--- src/rtl/alarm_time_ctrl_if.sv ---
// Button, IRQ and display bundle between the alarm clock controller and its surroundings.
interface alarm_time_ctrl_if;
    logic       timer_irq_irq;
    logic       btn_mode;
    logic       btn_inc;
    logic       btn_snooze;
    logic       alarm_en;
    logic [7:0] digit_h1;
    logic [7:0] digit_h2;
    logic [7:0] digit_m1;
    logic [7:0] digit_m2;
    logic [7:0] digit_s1;
    logic [7:0] digit_s2;
    logic       alarm_ring;
    logic [2:0] mode;

    // Driver of buttons and IRQ
    modport master (
        output timer_irq_irq, btn_mode, btn_inc, btn_snooze, alarm_en,
        input  digit_h1, digit_h2, digit_m1, digit_m2, digit_s1, digit_s2, alarm_ring, mode
    );

    // The controller itself
    modport slave (
        input  timer_irq_irq, btn_mode, btn_inc, btn_snooze, alarm_en,
        output digit_h1, digit_h2, digit_m1, digit_m2, digit_s1, digit_s2, alarm_ring, mode
    );
endinterface

--- src/rtl/alarm_time_ctrl.sv ---
// HH:MM:SS BCD clock with set modes, one alarm, snooze and ring timeout.
module alarm_time_ctrl #(
    parameter int unsigned SNOOZE_MIN     = 5,
    parameter int unsigned RING_TIMEOUT_S = 60
) (
    input logic              clk_clk,
    input logic              reset_reset,
    alarm_time_ctrl_if.slave bus_io
);

    typedef enum logic [2:0] {
        StRun    = 3'd0,
        StSetHr  = 3'd1,
        StSetMin = 3'd2,
        StAlmHr  = 3'd3,
        StAlmMin = 3'd4
    } mode_e;

    // Next packed-BCD value, wrapping to 00 after 'last'.
    function automatic logic [7:0] bcd_next(input logic [7:0] v, input logic [7:0] last);
        if (v == last) begin
            return 8'h00;
        end else if (v[3:0] == 4'd9) begin
            return {v[7:4] + 4'd1, 4'd0};
        end else begin
            return {v[7:4], v[3:0] + 4'd1};
        end
    endfunction

    mode_e      mode_q, mode_d;
    logic       irq_q;
    logic [7:0] hh_q, hh_d, mm_q, mm_d, ss_q, ss_d;
    logic [7:0] alm_hh_q, alm_hh_d, alm_mm_q, alm_mm_d;
    logic [7:0] snz_hh_q, snz_hh_d, snz_mm_q, snz_mm_d;
    logic       snz_pend_q, snz_pend_d;
    logic       ring_q, ring_d;
    logic [7:0] ring_cnt_q, ring_cnt_d;
    logic [7:0] disp_h_q, disp_h_d, disp_m_q, disp_m_d, disp_s_q, disp_s_d;

    logic       tick, time_run, inc_ok, trig;
    logic [7:0] ss_inc, mm_inc, hh_inc, alm_hh_inc, alm_mm_inc;
    logic [7:0] snz_hh_new, snz_mm_new;
    logic [6:0] min_bin, min_sum, min_wrap;
    logic [4:0] hr_bin, hr_adj, hr_wrap;

    assign tick     = bus_io.timer_irq_irq & ~irq_q;
    assign time_run = tick & (mode_q inside {StRun, StAlmHr, StAlmMin});
    // A simultaneous mode press swallows the increment.
    assign inc_ok   = bus_io.btn_inc & ~bus_io.btn_mode;

    assign ss_inc     = bcd_next(ss_q, 8'h59);
    assign mm_inc     = bcd_next(mm_q, 8'h59);
    assign hh_inc     = bcd_next(hh_q, 8'h23);
    assign alm_hh_inc = bcd_next(alm_hh_q, 8'h23);
    assign alm_mm_inc = bcd_next(alm_mm_q, 8'h59);

    // Mode FSM: btn_mode steps through the five modes; stray codes fall back to RUN.
    always_comb begin
        mode_d = mode_q;
        if (bus_io.btn_mode) begin
            case (mode_q)
                StRun:    mode_d = StSetHr;
                StSetHr:  mode_d = StSetMin;
                StSetMin: mode_d = StAlmHr;
                StAlmHr:  mode_d = StAlmMin;
                default:  mode_d = StRun;
            endcase
        end else if (!(mode_q inside {StRun, StSetHr, StSetMin, StAlmHr, StAlmMin})) begin
            mode_d = StRun;
        end
    end

    // Time and alarm registers: seconds tick with carry, button increments without carry.
    always_comb begin
        hh_d     = hh_q;
        mm_d     = mm_q;
        ss_d     = ss_q;
        alm_hh_d = alm_hh_q;
        alm_mm_d = alm_mm_q;
        if (time_run) begin
            ss_d = ss_inc;
            if (ss_q == 8'h59) begin
                mm_d = mm_inc;
                if (mm_q == 8'h59) begin
                    hh_d = hh_inc;
                end
            end
        end
        if (inc_ok) begin
            case (mode_q)
                StSetHr:  hh_d = hh_inc;
                StSetMin: begin
                    mm_d = mm_inc;
                    ss_d = 8'h00;
                end
                StAlmHr:  alm_hh_d = alm_hh_inc;
                StAlmMin: alm_mm_d = alm_mm_inc;
                default:  ;
            endcase
        end
    end

    // Snooze target: current hh:mm plus SNOOZE_MIN, done in binary then back to BCD.
    always_comb begin
        min_bin  = 7'(mm_q[7:4]) * 7'd10 + 7'(mm_q[3:0]);
        min_sum  = min_bin + 7'(SNOOZE_MIN);
        hr_bin   = 5'(hh_q[7:4]) * 5'd10 + 5'(hh_q[3:0]);
        hr_adj   = hr_bin;
        min_wrap = min_sum;
        if (min_sum >= 7'd60) begin
            min_wrap = min_sum - 7'd60;
            hr_adj   = hr_bin + 5'd1;
        end
        hr_wrap    = (hr_adj >= 5'd24) ? 5'd0 : hr_adj;
        snz_mm_new = {4'(min_wrap / 7'd10), 4'(min_wrap % 7'd10)};
        snz_hh_new = {4'(hr_wrap / 5'd10), 4'(hr_wrap % 5'd10)};
    end

    // Trigger on the tick that lands exactly on the alarm or a pending snooze target.
    assign trig = (mode_q == StRun) & bus_io.alarm_en & tick & (ss_d == 8'h00) &
                  (((hh_d == alm_hh_q) & (mm_d == alm_mm_q)) |
                   (snz_pend_q & (hh_d == snz_hh_q) & (mm_d == snz_mm_q)));

    // Ring/snooze control; disable beats mode press beats snooze beats trigger beats timeout.
    always_comb begin
        ring_d     = ring_q;
        ring_cnt_d = ring_cnt_q;
        snz_pend_d = snz_pend_q;
        snz_hh_d   = snz_hh_q;
        snz_mm_d   = snz_mm_q;
        if (!bus_io.alarm_en || bus_io.btn_mode) begin
            ring_d     = 1'b0;
            snz_pend_d = 1'b0;
        end else if (bus_io.btn_snooze && ring_q) begin
            ring_d     = 1'b0;
            snz_pend_d = 1'b1;
            snz_hh_d   = snz_hh_new;
            snz_mm_d   = snz_mm_new;
        end else if (trig) begin
            ring_d     = 1'b1;
            ring_cnt_d = 8'd0;
        end else if (ring_q && tick) begin
            ring_cnt_d = ring_cnt_q + 8'd1;
            if (ring_cnt_d == 8'(RING_TIMEOUT_S)) begin
                ring_d = 1'b0;
            end
        end
    end

    // Display source: alarm HH:MM in the alarm-set modes, live time otherwise.
    always_comb begin
        disp_h_d = hh_q;
        disp_m_d = mm_q;
        disp_s_d = ss_q;
        if (mode_q == StAlmHr || mode_q == StAlmMin) begin
            disp_h_d = alm_hh_q;
            disp_m_d = alm_mm_q;
            disp_s_d = 8'h00;
        end
    end

    // State registers with synchronous reset.
    always_ff @(posedge clk_clk) begin
        if (reset_reset) begin
            mode_q     <= StRun;
            irq_q      <= 1'b0;
            hh_q       <= 8'h00;
            mm_q       <= 8'h00;
            ss_q       <= 8'h00;
            alm_hh_q   <= 8'h00;
            alm_mm_q   <= 8'h00;
            snz_hh_q   <= 8'h00;
            snz_mm_q   <= 8'h00;
            snz_pend_q <= 1'b0;
            ring_q     <= 1'b0;
            ring_cnt_q <= 8'd0;
            disp_h_q   <= 8'h00;
            disp_m_q   <= 8'h00;
            disp_s_q   <= 8'h00;
        end else begin
            mode_q     <= mode_d;
            irq_q      <= bus_io.timer_irq_irq;
            hh_q       <= hh_d;
            mm_q       <= mm_d;
            ss_q       <= ss_d;
            alm_hh_q   <= alm_hh_d;
            alm_mm_q   <= alm_mm_d;
            snz_hh_q   <= snz_hh_d;
            snz_mm_q   <= snz_mm_d;
            snz_pend_q <= snz_pend_d;
            ring_q     <= ring_d;
            ring_cnt_q <= ring_cnt_d;
            disp_h_q   <= disp_h_d;
            disp_m_q   <= disp_m_d;
            disp_s_q   <= disp_s_d;
        end
    end

    assign bus_io.digit_h1   = {4'h0, disp_h_q[7:4]};
    assign bus_io.digit_h2   = {4'h0, disp_h_q[3:0]};
    assign bus_io.digit_m1   = {4'h0, disp_m_q[7:4]};
    assign bus_io.digit_m2   = {4'h0, disp_m_q[3:0]};
    assign bus_io.digit_s1   = {4'h0, disp_s_q[7:4]};
    assign bus_io.digit_s2   = {4'h0, disp_s_q[3:0]};
    assign bus_io.alarm_ring = ring_q;
    assign bus_io.mode       = mode_q;

endmodule

--- src/flat_wrapper.sv ---
// flat-port wrapper written by rule: the top's interface ports become plain ports
module alarm_time_ctrl_flat 
#(
    parameter int unsigned SNOOZE_MIN     = 5,
    parameter int unsigned RING_TIMEOUT_S = 60
)
  (clk_clk, reset_reset, bus_io_timer_irq_irq, bus_io_btn_mode, bus_io_btn_inc, bus_io_btn_snooze, bus_io_alarm_en, bus_io_digit_h1, bus_io_digit_h2, bus_io_digit_m1, bus_io_digit_m2, bus_io_digit_s1, bus_io_digit_s2, bus_io_alarm_ring, bus_io_mode);
  alarm_time_ctrl_if bus_io_i ();
  input logic clk_clk;
  input logic reset_reset;
  input wire logic [$bits(bus_io_i.timer_irq_irq)-1:0] bus_io_timer_irq_irq;
  input wire logic [$bits(bus_io_i.btn_mode)-1:0] bus_io_btn_mode;
  input wire logic [$bits(bus_io_i.btn_inc)-1:0] bus_io_btn_inc;
  input wire logic [$bits(bus_io_i.btn_snooze)-1:0] bus_io_btn_snooze;
  input wire logic [$bits(bus_io_i.alarm_en)-1:0] bus_io_alarm_en;
  output wire logic [$bits(bus_io_i.digit_h1)-1:0] bus_io_digit_h1;
  output wire logic [$bits(bus_io_i.digit_h2)-1:0] bus_io_digit_h2;
  output wire logic [$bits(bus_io_i.digit_m1)-1:0] bus_io_digit_m1;
  output wire logic [$bits(bus_io_i.digit_m2)-1:0] bus_io_digit_m2;
  output wire logic [$bits(bus_io_i.digit_s1)-1:0] bus_io_digit_s1;
  output wire logic [$bits(bus_io_i.digit_s2)-1:0] bus_io_digit_s2;
  output wire logic [$bits(bus_io_i.alarm_ring)-1:0] bus_io_alarm_ring;
  output wire logic [$bits(bus_io_i.mode)-1:0] bus_io_mode;
  assign bus_io_i.timer_irq_irq = bus_io_timer_irq_irq;
  assign bus_io_i.btn_mode = bus_io_btn_mode;
  assign bus_io_i.btn_inc = bus_io_btn_inc;
  assign bus_io_i.btn_snooze = bus_io_btn_snooze;
  assign bus_io_i.alarm_en = bus_io_alarm_en;
  assign bus_io_digit_h1 = bus_io_i.digit_h1;
  assign bus_io_digit_h2 = bus_io_i.digit_h2;
  assign bus_io_digit_m1 = bus_io_i.digit_m1;
  assign bus_io_digit_m2 = bus_io_i.digit_m2;
  assign bus_io_digit_s1 = bus_io_i.digit_s1;
  assign bus_io_digit_s2 = bus_io_i.digit_s2;
  assign bus_io_alarm_ring = bus_io_i.alarm_ring;
  assign bus_io_mode = bus_io_i.mode;
  alarm_time_ctrl #(.SNOOZE_MIN(SNOOZE_MIN), .RING_TIMEOUT_S(RING_TIMEOUT_S)) u_core (.clk_clk(clk_clk), .reset_reset(reset_reset), .bus_io(bus_io_i));
endmodule
--- config.mk ---
export PLATFORM = sky130hd
export DESIGN_NAME = alarm_time_ctrl_flat
export DESIGN_NICKNAME = d
export VERILOG_FILES = /design/src/rtl/alarm_time_ctrl_if.sv /design/src/rtl/alarm_time_ctrl.sv /design/src/flat_wrapper.sv
export SDC_FILE = /design/constraint.sdc
export NUM_CORES = 1
export LEC_CHECK = 0
export CAP_MARGIN = 25
export CORE_ASPECT_RATIO = 1.5
export CORE_UTILIZATION = 50
export DETAILED_ROUTE_END_ITERATION = 7
export DONT_BUFFER_PORTS = 1
export HOLD_SLACK_MARGIN = 0.1
export PLACE_DENSITY_LB_ADDON = 0.12
export SYNTH_ARGS = -nofsm -noshare
export SYNTH_HDL_FRONTEND = slang
export SYNTH_SLANG_ARGS = --single-unit
--- constraint.sdc ---
create_clock -name clk_clk -period 5.96 [get_ports clk_clk]
set_input_delay 1.192 -clock clk_clk [delete_from_list [all_inputs] [get_ports clk_clk]]
set_output_delay 1.192 -clock clk_clk [all_outputs]
set_load 0.02 [all_outputs]
==> impl_metrics.ini, run 1 <==
[global_routing]
grt.overflow.total = 0
use_met2_pct = 48.9
grt_pass1_vias = 5793
grt-busiest-layer = met2
grt_pass1_wl_um = 28800
track_usage_pct = 27.4
antenna_found_initial = 0
use_met3_pct = 3.67
met1_usage_pct = 30.6
grt_max_degree = 72

[clock_network]
cts-htree-levels = 3
clock-sinks = 92
cts_tree = done
cts_buffers = 9
clkTransAtPathRegs_ns = 0.07
clock_latency_ns = 0.34
clockRootBuffer = clkbuf_16
clockBufferDepth = 2

[die]
start_util_pct = 51.2
core_mm2 = 0.0130
dieArea_mm2 = 0.0137
die_y_um = 143
rows = 51
die_x_um = 96.0
ios = 59

[synth]
synth_area_leaders = dfxtp_1 (28%), ha_1 (8.3%), nand2_1 (4.8%)
yosysMostFrequentCell = dfxtp_1
synthCells = 838
synth_edf_count = 0
yosys_warnings = 0
yosys.area.top_type = dfxtp_1
ys_seq_area_share_pct = 27.8
ys_types = 80
syn_area_per_cell_um2 = 7.91
synth_top_area_share_pct = 27.8
synth_seq_cells = 92
ys_top_cells_by_count = dfxtp_1 (92), nand2_1 (85), nor2_1 (78), a21oi_1 (55), ha_1 (44)
ys_async_sr_fraction_pct = 0
synth_ff_type = dfxtp_1
syn_area_mm2 = 0.00663

[detailed_routing]
antenna_left = 0
dr.first_iter.drc_count = 295
drc = 0
via_per_inst = 6.18
wl_per_cell_um = 18.6
vias = 6076
firstDrtPassIters = 5
wirelength_um = 18200

[worst_setup_path]
critical_path_buf_inv_count = 2
slowest_delay_ns = 0.51
arrival_ns = 5.75
cp_cell_sequence = ha_1 > ha_1 > ha_1 > xor2_1 > ha_1 > a22oi_1 > nor4_2 > o2111ai_1 > xnor2_1 > a21boi_1 > ha_1 > nand3_1 > xnor2_1 > inv_1 > ha_1 > inv_1 > o311ai_0 > o21ai_1 > nand4_1 > nand3_1
worst_path_max_delay_cell = dfxtp_1
critPathTopFamily = adder cells
r2r_setup_slack_ns = 0.49
path_class = flop to flop
cp_data_required_time_ns = 6.24
worstSetupEndpointType = flop
startpoint_type = flop
critical_path.max_fanout = 10
crit_top_cell = ha_1

[placed_design]
routabilityCongestion = 0.946
port_buffers = 0
dpl.hpwl_um = 13800
place_area_mm2 = 0.00661

[timing]
worst_pin_slew_ns = 0.786
slew_violations = 0
hold_violations = 0
fin_tns_setup_ns = 0
max_slew_margin_pct = 47.3
setup_viol = 0
fin_skew_ns = 0.00851
fmax_mhz = 183
finalCritPeriodShare_pct = 91.7
fin_crit_ns = 5.47
rsz0062_at_grt = no

[pwr]
p_leak_nw = 2.72
peakVddDrop_uv = 120
power_density_mw_per_mm2 = 185

[finish]
n_antenna_cell = 0
regArea_mm2 = 0.00184
num-nets-final = 873
finalInstanceArea_mm2 = 0.00693
drive_gt1_share_pct = 5.58
multi_input_area_mm2 = 0.00443
area_delta_synth_final_pct = 4.53
fillers = 1286

[hold_path]
hp-class = flop to flop

[run_status]
status = complete, no violations

[run]
maxCapViolCount = 0
flip-flops by register name (all words and copies together) (netlist names):
signal,flops
u_core.irq_q,1
u_core.bus_io.alarm_ring,1
u_core.disp_s_q,8
u_core.ring_cnt_q,8
u_core.snz_hh_q,6
u_core.bus_io.mode,3
u_core.alm_mm_q,8
u_core.disp_h_q,8
u_core.hh_q,8
u_core.snz_mm_q,8
u_core.mm_q,8
u_core.snz_pend_q,1
u_core.alm_hh_q,8
u_core.disp_m_q,8
u_core.ss_q,8
repair_timing:
item                                    4_1_cts  5_1_grt
hold buffers                                  0        0
hold endpoints to repair                      0        0
endpoints found under the setup margin        0        3
resized for setup                             0        2
buffers inserted                              0        0
through the flow:
step	std cells	utilization (%)	worst slack, ns	power [mW]	hold slack (ns)
after floorplan	861	-	1.12	0.739	0.432
after global placement	964	51.0	0.751	0.738	0.455
after detailed placement	964	51.0	0.376	0.739	0.457
after CTS	980	53.3	0.351	1.30	0.465
after global routing	983	53.5	0.0204	1.33	0.498
final	983	53.5	0.494	1.29	0.464
cells by family (layout without fill, tap and decap cells):
kind of cell / Yosys count / in the layout / synth area share (%)
multiplexers: 14 / 14 / 2.17
flip-flops: 92 / 92 / 27.8
AO/OA/AOI/OAI: 193 / 193 / 20.6
XOR/XNOR: 50 / 50 / 6.60
AND/OR/NAND/NOR: 350 / 350 / 26.6
adder cells (fa/ha/maj): 47 / 47 / 9.21
other: 1 / 24 / 0.0565
buffers and inverters: 91 / 54 / 6.92
power by group:
part           internal, mW  switching (mW)
Combinational        0.0274          0.0632
Clock                 0.293           0.266
Sequential            0.620          0.0154
worst paths after layout:
kind / startpoint / end / cells past startpoint
worst max-delay path: u_core.mm_q[6] / u_core.snz_hh_q[1] / 20
worst min-delay path: u_core.snz_mm_q[7] / u_core.snz_mm_q[7] / 2
worst max register to register: u_core.mm_q[6] / u_core.snz_hh_q[1] / 20
worst min register to register: u_core.snz_mm_q[7] / u_core.snz_mm_q[7] / 2
final cells by class:
cell class / instances / share of cell area [%]
Multi-Input combinational cell: 678 / 63.9
Sequential cell: 92 / 26.6
Clock buffer: 10 / 3.30
Tap cell: 159 / 2.87
Inverter: 29 / 1.57
Timing Repair Buffer: 9 / 0.938
Clock inverter: 6 / 0.830
routing by layer:
| layer | vias up | routed length [um] |
|---|---|---|
| li1 | 2971 | - |
| met1 | 2880 | 7520 |
| met2 | 171 | 9260 |
| met3 | 54 | 547 |
| met4 | 0 | 911 |
| met5 | - | 0 |
cell usage in the layout, fill, tap and decap left out, types with 4 or more instances in the layout:
cell,instances
o22ai_1,4
a221o_1,5
inv_1,29
a21oi_1,55
nor3b_1,7
buf_4,7
o21ai_1,4
or3_1,10
a211oi_1,11
and3b_1,4
and3_1,17
nand3b_1,6
conb_1,24
nand4_1,18
nor2b_1,5
a2bb2oi_1,4
clkbuf_16,9
o221ai_1,5
ha_1,44
xor2_1,16
o21ai_0,29
o211ai_1,7
o31ai_1,4
a211o_1,7
nor3_1,41
nand2_1,85
nand2b_1,11
and2_1,9
a2111oi_0,7
mux2i_1,11
or4_1,6
dfxtp_1,92
nor2_1,78
a21o_1,5
nand3_1,30
nor4_1,8
xnor2_1,33
worst reg2reg max path: stages, from the launching register on:
cell	delay, ns
dfxtp_1	0.51
ha_1	0.30
ha_1	0.28
ha_1	0.37
xor2_1	0.34
ha_1	0.37
a22oi_1	0.15
nor4_2	0.50
o2111ai_1	0.24
xnor2_1	0.22
a21boi_1	0.28
ha_1	0.23
nand3_1	0.16
xnor2_1	0.32
inv_1	0.12
ha_1	0.20
inv_1	0.05
o311ai_0	0.16
o21ai_1	0.34
nand4_1	0.15
nand3_1	0.13
Power figures use the tool's default switching activity.
==> inputs of run 2 (changes only) <==
--- a/config.mk
+++ b/config.mk
@@ -8,6 +8,7 @@
 export CAP_MARGIN = 25
 export CORE_ASPECT_RATIO = 1.5
 export CORE_UTILIZATION = 50
+export CTS_CLUSTER_SIZE = 8
 export DETAILED_ROUTE_END_ITERATION = 7
 export DONT_BUFFER_PORTS = 1
 export HOLD_SLACK_MARGIN = 0.1
==> results of run 2 <==
Final layout, timing and power as in run 1 (identical DEF).
==> inputs of run 3 (changes only) <==
==> constraint.sdc (replaced) <==
create_clock -name clk_clk -period 6.05 [get_ports clk_clk]
set_input_delay 1.21 -clock clk_clk [delete_from_list [all_inputs] [get_ports clk_clk]]
set_output_delay 1.21 -clock clk_clk [all_outputs]
set_load 0.02 [all_outputs]
==> run 3 against run 2 <==
Compared with the run above: non-clock buffer count shrank 1; sequential power fell by 1%; critical endpoint unchanged; critical path type unchanged; core utilization down 0.13 points; hold slack improved by 0.0058 ns; combinational power is 0.7% lower; register-to-register slack better by 0.10 ns; total power decreased by 1.6%; routed wire length rose by 1.4%; fmax up 0.19%; die area is the same.
==> impl_metrics.ini, run 3 (synthesized netlist as in run 1, its figures left out) <==
[run_status]
status = complete, no violations

[die]
core_mm2 = 0.0130
die_x_um = 96.0
rows = 51
ios = 59
die_y_um = 143
dieArea_mm2 = 0.0137
start_util_pct = 51.2

[detailed_routing]
via_per_inst = 6.19
vias = 6077
firstDrtPassIters = 6
antenna_left = 0
wirelength_um = 18500
wl_per_cell_um = 18.8
dr.first_iter.drc_count = 400
drc = 0

[hold_path]
min_from = u_core.snz_mm_q[7]
whs_endpoint = u_core.snz_mm_q[7]
min_path_cells = 2
hp-class = flop to flop

[global_routing]
grt_pass1_vias = 5884
grt.overflow.total = 0
antenna_found_initial = 0
grt_pass1_wl_um = 29900
track_usage_pct = 28.2
grt_max_degree = 72

[placed_design]
dpl.hpwl_um = 13900
dp.cells = 964
port_buffers = 0
place_area_mm2 = 0.00661
routabilityCongestion = 0.954

[finish]
area_delta_synth_final_pct = 4.28
finalNonFillerCells = 982
n_antenna_cell = 0
layout_commonest_cell = dfxtp_1
final_cell_mix = dfxtp_1 (92), nand2_1 (85), nor2_1 (78)
drive_gt1_share_pct = 5.35
num-nets-final = 872
finalInstanceArea_mm2 = 0.00692

[timing]
setup_viol = 0
fin_tns_setup_ns = 0
fin_skew_ns = 0.00620
max_slew_margin_pct = 30.8
rsz0062_at_grt = no
hold_violations = 0
slew_violations = 0
fin_crit_ns = 5.46
worst_pin_slew_ns = 1.03
fmax_mhz = 183
finalCritPeriodShare_pct = 90.2

[worst_setup_path]
slowest_delay_ns = 0.51
path_class = flop to flop
r2r_setup_slack_ns = 0.59
ff2ff_path_depth = 20
arrival_ns = 5.69
startpoint_type = flop
critical_path.max_fanout = 10
reg2reg_to = u_core.snz_hh_q[1]
r2r_start = u_core.mm_q[6]
worst_path_max_delay_cell = dfxtp_1
crit_top_cell = ha_1
cp_data_required_time_ns = 6.29
worstSetupEndpointType = flop
cp_cell_sequence = ha_1 > ha_1 > ha_1 > xor2_1 > ha_1 > a22oi_1 > nor4_2 > o2111ai_1 > xnor2_1 > a21boi_1 > ha_1 > nand3_1 > xnor2_1 > inv_1 > ha_1 > inv_1 > o311ai_0 > o21ai_1 > or4_1 > nand3_1

[pwr]
peakVddDrop_uv = 132
power_density_mw_per_mm2 = 183
pwr-share-clk_pct = 43.3
p_leak_nw = 2.70
swShare_pct = 26.8
internal_power_mw = 0.926
switchingPower_mw = 0.338
power_frac_comb_pct = 7.1
seq_power_share_pct = 49.5

[clock_network]
cts_tree = done
clockRootBuffer = clkbuf_16
cts_buffers = 9
postCtsHoldBufs = 0
postCtsSetupRepairBufs = 0
clkTransAtPathRegs_ns = 0.07
clockBufferDepth = 2
clock-sinks = 92
clock_latency_ns = 0.34
cts-htree-levels = 3

[run]
maxCapViolCount = 0
run 3: changes by cell type in the layout (fill, tap and decap cells not counted):
cell        before  now
buf_4            7    6
clkinvlp_4       0    1
clkinv_4         3    2
xnor2_2          1    0
xnor2_1         33   34
run 3: through the flow:
step / hold slack (ns) / utilization (%) / worst slack [ns] / power [mW]
after floorplan: 0.432 / - / 1.21 / 0.728
after global placement: 0.454 / 51.0 / 0.842 / 0.727
after detailed placement: 0.459 / 51.0 / 0.468 / 0.728
after CTS: 0.468 / 53.3 / 0.456 / 1.28
after global routing: 0.506 / 53.4 / 0.0538 / 1.31
final: 0.470 / 53.4 / 0.594 / 1.26
run 3: worst max path at each step:
stage | slack (ns) | to | depth (start not counted) | from
final | 0.59 | u_core.snz_hh_q[1] | 20 | u_core.mm_q[6]
after detailed placement | 0.47 | u_core.snz_hh_q[1] | 20 | u_core.mm_q[6]
after floorplan | 1.21 | u_core.snz_hh_q[1] | 21 | u_core.mm_q[6]
after global routing | 0.05 | u_core.snz_hh_q[2] | 20 | u_core.mm_q[6]
after CTS | 0.46 | u_core.snz_hh_q[2] | 20 | u_core.mm_q[6]
after global placement | 0.84 | u_core.snz_hh_q[2] | 20 | u_core.mm_q[6]
run 3: repair_timing:
action,in CTS,in global routing
hold endpoints to repair,0,0
endpoints found under the setup margin,0,3
resized for setup,0,1
run 3: per-layer routing:
| metal | share of wire [%] | wire (um) | vias to the layer above | global-route usage (%) |
|---|---|---|---|---|
| li1 | - | - | 2960 | - |
| met1 | 41 | 7500 | 2873 | 32.7 |
| met2 | 52 | 9580 | 197 | 50.2 |
| met3 | 3.6 | 669 | 47 | 3.09 |
| met4 | 4.0 | 747 | 0 | 13.7 |
| met5 | 0 | 0 | - | 0 |
run 3: critical path, delay by kind of cell, from the launching register on:
kind / cells / cell delay [ns]
compound gates: 5 / 1.16
xor+xnor: 3 / 0.92
fa+ha+maj: 6 / 1.76
buf+inv: 2 / 0.18
flops: 1 / 0.51
simple gates: 4 / 0.84
run 3: cell type report:
type | instances | area, um^2
clock inverter | 6 | 56.3
fill | 1279 | 6040
timing repair buffer | 8 | 57.6
multi-input combinational | 678 | 4420
sequential | 92 | 1840
tap | 159 | 199
inverter | 29 | 109
clock buffer | 10 | 229
run 3: power groups by stage:
stage,clock [mW],sequential (mW),combinational (mW)
after CTS,0.565,0.626,0.0887
after detailed placement,0,0.640,0.0879
after global routing,0.582,0.627,0.0991
after global placement,0,0.640,0.0870
after floorplan,0,0.633,0.0947
final,0.548,0.626,0.0900
